===== src/rtl/mem_arbiter_pkg.sv =====
// rtl/mem_arbiter_pkg.sv - shared types and grant encodings for the fetch/data memory arbiter
package mem_arbiter_pkg;

    typedef enum logic [1:0] {
        IDLE = 2'd0,
        BUSY = 2'd1,
        RESP = 2'd2
    } arb_state_t;

    localparam logic ARB_GRANT_FETCH = 1'b0;
    localparam logic ARB_GRANT_DATA  = 1'b1;

    // Wide enough for the largest TIMEOUT value (255).
    localparam int ARB_CNT_W = 8;

endpackage


===== src/rtl/mem_arbiter.sv =====
// rtl/mem_arbiter.sv - round-robin arbiter sharing one memory handshake between fetch and data requesters
module mem_arbiter
    import mem_arbiter_pkg::*;
#(
    parameter int AW      = 32,
    parameter int DW      = 32,
    parameter int TIMEOUT = 255
) (
    input  logic          clk,
    input  logic          reset,
    input  logic          f_req,
    input  logic [AW-1:0] f_addr,
    input  logic          d_req,
    input  logic          d_rw,
    input  logic [AW-1:0] d_addr,
    input  logic [DW-1:0] d_wdata,
    input  logic          mem_ready,
    input  logic [DW-1:0] mem_rdata,
    output logic          mem_valid,
    output logic          mem_rw,
    output logic [AW-1:0] mem_addr,
    output logic [DW-1:0] mem_wdata,
    output logic          f_ack,
    output logic          d_ack,
    output logic [DW-1:0] rdata,
    output logic          err,
    output logic          busy,
    output logic          grant
);

    localparam logic [ARB_CNT_W-1:0] TIMEOUT_CNT = ARB_CNT_W'(TIMEOUT);

    arb_state_t             state;
    arb_state_t             next_state;
    logic [ARB_CNT_W-1:0]   cnt;
    logic                   last_served;
    logic                   pick_grant;
    logic                   any_req;
    logic                   timeout_hit;

    assign any_req     = f_req | d_req;
    assign timeout_hit = (cnt == TIMEOUT_CNT);

    // On a tie the requester not served last wins; a lone requester always wins.
    always_comb begin
        pick_grant = ARB_GRANT_FETCH;
        if (f_req && d_req) begin
            pick_grant = (last_served == ARB_GRANT_DATA) ? ARB_GRANT_FETCH : ARB_GRANT_DATA;
        end else if (d_req) begin
            pick_grant = ARB_GRANT_DATA;
        end
    end

    always_ff @(posedge clk or posedge reset) begin
        if (reset) begin
            state <= IDLE;
        end else begin
            state <= next_state;
        end
    end

    always_comb begin
        next_state = state;
        case (state)
            IDLE: begin
                if (any_req) begin
                    next_state = BUSY;
                end
            end
            // Completion is checked first so a ready on the timeout cycle still succeeds.
            BUSY: begin
                if (mem_ready || timeout_hit) begin
                    next_state = RESP;
                end
            end
            RESP:    next_state = IDLE;
            default: next_state = IDLE;
        endcase
    end

    // Every output is a register updated on the transition out of the current state.
    always_ff @(posedge clk or posedge reset) begin
        if (reset) begin
            mem_valid   <= 1'b0;
            mem_rw      <= 1'b0;
            mem_addr    <= '0;
            mem_wdata   <= '0;
            f_ack       <= 1'b0;
            d_ack       <= 1'b0;
            rdata       <= '0;
            err         <= 1'b0;
            busy        <= 1'b0;
            grant       <= ARB_GRANT_FETCH;
            cnt         <= '0;
            last_served <= ARB_GRANT_DATA;
        end else begin
            f_ack <= 1'b0;
            d_ack <= 1'b0;
            rdata <= '0;
            err   <= 1'b0;
            case (state)
                IDLE: begin
                    if (next_state == BUSY) begin
                        mem_valid <= 1'b1;
                        busy      <= 1'b1;
                        grant     <= pick_grant;
                        cnt       <= '0;
                        if (pick_grant == ARB_GRANT_FETCH) begin
                            mem_rw    <= 1'b1;
                            mem_addr  <= f_addr;
                            mem_wdata <= '0;
                        end else begin
                            mem_rw    <= d_rw;
                            mem_addr  <= d_addr;
                            mem_wdata <= d_wdata;
                        end
                    end
                end
                BUSY: begin
                    if (next_state == RESP) begin
                        mem_valid <= 1'b0;
                        f_ack     <= (grant == ARB_GRANT_FETCH);
                        d_ack     <= (grant == ARB_GRANT_DATA);
                        if (mem_ready) begin
                            rdata <= mem_rw ? mem_rdata : '0;
                        end else begin
                            err <= 1'b1;
                        end
                    end else begin
                        cnt <= cnt + 1'b1;
                    end
                end
                RESP: begin
                    busy        <= 1'b0;
                    last_served <= grant;
                end
                default: begin
                    mem_valid <= 1'b0;
                    busy      <= 1'b0;
                end
            endcase
        end
    end

endmodule

===== config.mk =====
export PLATFORM = sky130hd
export DESIGN_NAME = mem_arbiter
export DESIGN_NICKNAME = d
export VERILOG_FILES = /design/src/rtl/mem_arbiter_pkg.sv /design/src/rtl/mem_arbiter.sv
export SDC_FILE = /design/constraint.sdc
export NUM_CORES = 1
export LEC_CHECK = 0
export ABC_AREA = 1
export BUFFER_PORTS_ARGS = -buffer_cell sky130_fd_sc_hd__buf_2
export CAP_MARGIN = 20
export CORE_ASPECT_RATIO = 1.1
export CORE_MARGIN = 2
export CORE_UTILIZATION = 43
export DETAILED_ROUTE_END_ITERATION = 8
export PLACE_DENSITY_LB_ADDON = 0.15
export SETUP_SLACK_MARGIN = 0.5
export SYNTH_ARGS = -nofsm -noshare
export SYNTH_HDL_FRONTEND = slang
export SYNTH_SLANG_ARGS = --single-unit

===== constraint.sdc =====
create_clock -name clk -period 3.59 [get_ports clk]
set_input_delay 0.1795 -clock clk [delete_from_list [all_inputs] [get_ports clk]]
set_output_delay 0.1795 -clock clk [all_outputs]
set_load 0.02 [all_outputs]

==> impl_metrics.tcl <==
set metrics [dict create \
    setup.reg_to_reg.worst_slack_ns 1.36 \
    fmax_mhz 447.6 \
    cp_common_cell "sky130_fd_sc_hd__nand2_1" \
    grt_overflow 0 \
    maximum_number_of_pins_on_one_net_before_global_route_repair 84 \
    power_density_nw_per_um2 852.9 \
    cp-end-kind "flop" \
    mostFrequentLayoutCells "236 x sky130_fd_sc_hd__buf_2, 178 x sky130_fd_sc_hd__nand2_1, 113 x sky130_fd_sc_hd__dfrtp_1" \
    clkSinkCount 114 \
    dpl-instance-area_um2 5959 \
    unrepaired_setup_endpoints_after_global_routing "false" \
    num-nets-final 930 \
    asyncSetResetFlopFracSynth_pct 100.0 \
    cts.repair_timing.setup_buffer_count 0 \
    hold_viol 0 \
    finalWirelength_um 12780 \
    critPathLaunchType "flop" \
    cts_max_level 4 \
    detailedPlacementHpwl_um 8499 \
    cellLeakagePower_nw 4.005 \
    drive_above_1_share_pct 34.16 \
    detailedRoute.firstPassIterationCount 5 \
    setup_ws_ns 1.356 \
    crit_required_ns 3.93 \
    postRouteAntennaNets 0 \
    stdcell_count 955 \
    start_util_pct 43.65 \
    synthesis.nets 668 \
    slowest_stage "sky130_fd_sc_hd__inv_1" \
    cts.path.max_buffers 2 \
    largest_fanout_of_any_net_on_the_critical_path 33 \
    critical-path-top-delay-family "buffers and inverters" \
    synthesis.area_um2 4697 \
    yosys_warnings 0 \
    setup_viol_count_final 0 \
    fin_crit_ns 2.234 \
    core_area_um2 10760 \
    remaining_drc_errors 0 \
    final_max_slew_viol_count 0 \
    area_growth_pct 47.55 \
    insertedDiodeCount 0 \
    clkSlewWorstSetupHoldPaths_ns 0.05 \
    post_cts_resized 0 \
    grt_first_pass_wirelength_um 20520 \
    gp_congestion 0.8395 \
    run_status "completed" \
    synth_edf_count 0 \
    cpPeakStageDelay_ns 0.73 \
    tritoncts "yes" \
    drt_iter0_drc 287 \
    ys_seq_area_share_pct 60.76 \
    dp_slack_ns 1.377 \
    ios 237 \
    timing_worst_setup_path_type "flop to flop" \
    die_x_um 103.7 \
    cp_num_buf_inv 2 \
    setup_tns_ns 0 \
    yosysUniqueCellTypes 23 \
    placementRows 40 \
    detail_route.vias_per_cell 4.707 \
    crit_chain "nand2_1, nand2_1, inv_1, nand2_1, inv_2, nand2_1, nand2_1" \
    cts_hold_buffers 33 \
    globalRouteTotalUtil_pct 21.90 \
    cap_violations 0 \
    placedCellCount 888 \
    fp.dieArea_um2 11780 \
    port_buffer_count 236 \
    synth.ff_latch_count 114 \
    post-route-period-util_pct 62.23 \
    finalClockSkew_ns 0.01199 \
    clk-insertion-delay-late_ns 0.40 \
    postSynth.topFlopCell "sky130_fd_sc_hd__dfrtp_1" \
    worst_slew_pin_slew_ns 1.056 \
    grt_antenna_before_repair 0 \
    filler_cell_count 916 \
    cp.arrival_ns 2.57 \
    root_buffer "sky130_fd_sc_hd__clkbuf_16" \
    worst_ir_drop_vdd_v 0.0004056 \
    route.vias.total 4495 \
    mostFrequentLayoutCell "sky130_fd_sc_hd__buf_2" \
    synthesis.area_per_instance_um2 8.812 \
    design_area_um2 6930 \
    cts_made_buffers 17 \
    relSlewSlack_pct 29.57 \
    synthesized_instance_count 533 \
    number_of_global_route_vias_before_repair 4350 \
    die_boundary_height_um 113.6 \
    detail_routed_net_length_per_standard_cell_um 13.38 \
    worst_hold_path_type "input port to flop" \
]
-- synth_stat cells (all sizes together), types with 2 or more instances --
| library cell | number | area (um2) |
|---|---|---|
| nand2 | 178 | 668.1 |
| dfrtp | 113 | 2828 |
| o21ai | 52 | 260.3 |
| nor2 | 50 | 195.2 |
| inv | 49 | 183.9 |
| nand4 | 32 | 200.2 |
| buf | 21 | 107.6 |
| clkbuf | 11 | 41.29 |
| nand3 | 10 | 62.56 |
| a31oi | 9 | 56.30 |
| xnor2 | 2 | 17.52 |
-- kinds of logic after synthesis --
| kind of cell | count (synthesis) | synth area share (%) |
|---|---|---|
| AO/OA/AOI/OAI | 64 | 7.192 |
| XOR/XNOR | 2 | 0.3730 |
| adder cells (fa/ha/maj) | 1 | 0.2663 |
| buffers and inverters | 81 | 7.086 |
| flip-flops | 114 | 60.76 |
| AND/OR/NAND/NOR | 271 | 24.32 |
-- per-stage QoR --
stage	hold slack [ns]	util [%]	total power, mW
floorplan	0.2891	-	3.418
global placement	0.3273	55.38	4.106
detailed placement	0.3352	55.38	4.155
CTS	0.001219	64.22	5.961
global route	0.005755	64.41	6.275
finish	0.02120	64.41	5.911
-- worst register-to-register path: cells and delay by family, from the launching register on --
family,cells,cell delay (ns)
AND/OR/NAND/NOR,5,0.63
buffers and inverters,2,1.18
flip-flops,1,0.36
-- sequential cells by signal, indices dropped and copies added (netlist names) --
name / flops
mem_valid: 1
state: 2
err: 1
grant: 1
f_ack: 1
rdata: 32
d_ack: 1
mem_rw: 1
last_served: 1
busy: 1
mem_wdata: 32
cnt: 8
mem_addr: 32
-- cell type report --
type | count | area [um2] | area share [%]
clock buffer | 22 | 464.2 | 6.698
clock inverter | 10 | 156.4 | 2.257
inverter | 49 | 187.7 | 2.708
multi-input combinational | 338 | 1510 | 21.79
sequential | 114 | 2854 | 41.18
tap | 147 | 183.9 | 2.654
timing repair buffer | 275 | 1574 | 22.71
-- layer usage --
metal	up-vias	part of all wire, %	global-route usage, %
met2	182	49	36.69
li1	2212	-	-
met5	-	0	0
met4	0	1.2	7.207
met1	2091	43	26.81
met3	10	6.8	7.657
-- where the power goes --
part	internal [mW]	switching, mW
clock network	1.19	0.554
logic	0.678	1.42
registers	1.76	0.308
-- path summary, 6_finish.rpt --
kind | cells past startpoint | startpoint | end
max | 7 | last_served$_DFFE_PP1N_ | mem_wdata[3]$_DFFE_PP0P_
min | 3 | mem_rdata[25] | rdata[25]$_DFF_PP0_
max reg2reg | 7 | last_served$_DFFE_PP1N_ | mem_wdata[3]$_DFFE_PP0P_
min reg2reg | 1 | grant$_DFFE_PP0P_ | f_ack$_DFF_PP0_
max in group asynchronous | 4 | reset | last_served$_DFFE_PP1N_
min in group asynchronous | 3 | reset | rdata[14]$_DFF_PP0_
Power figures use the tool's default switching activity.
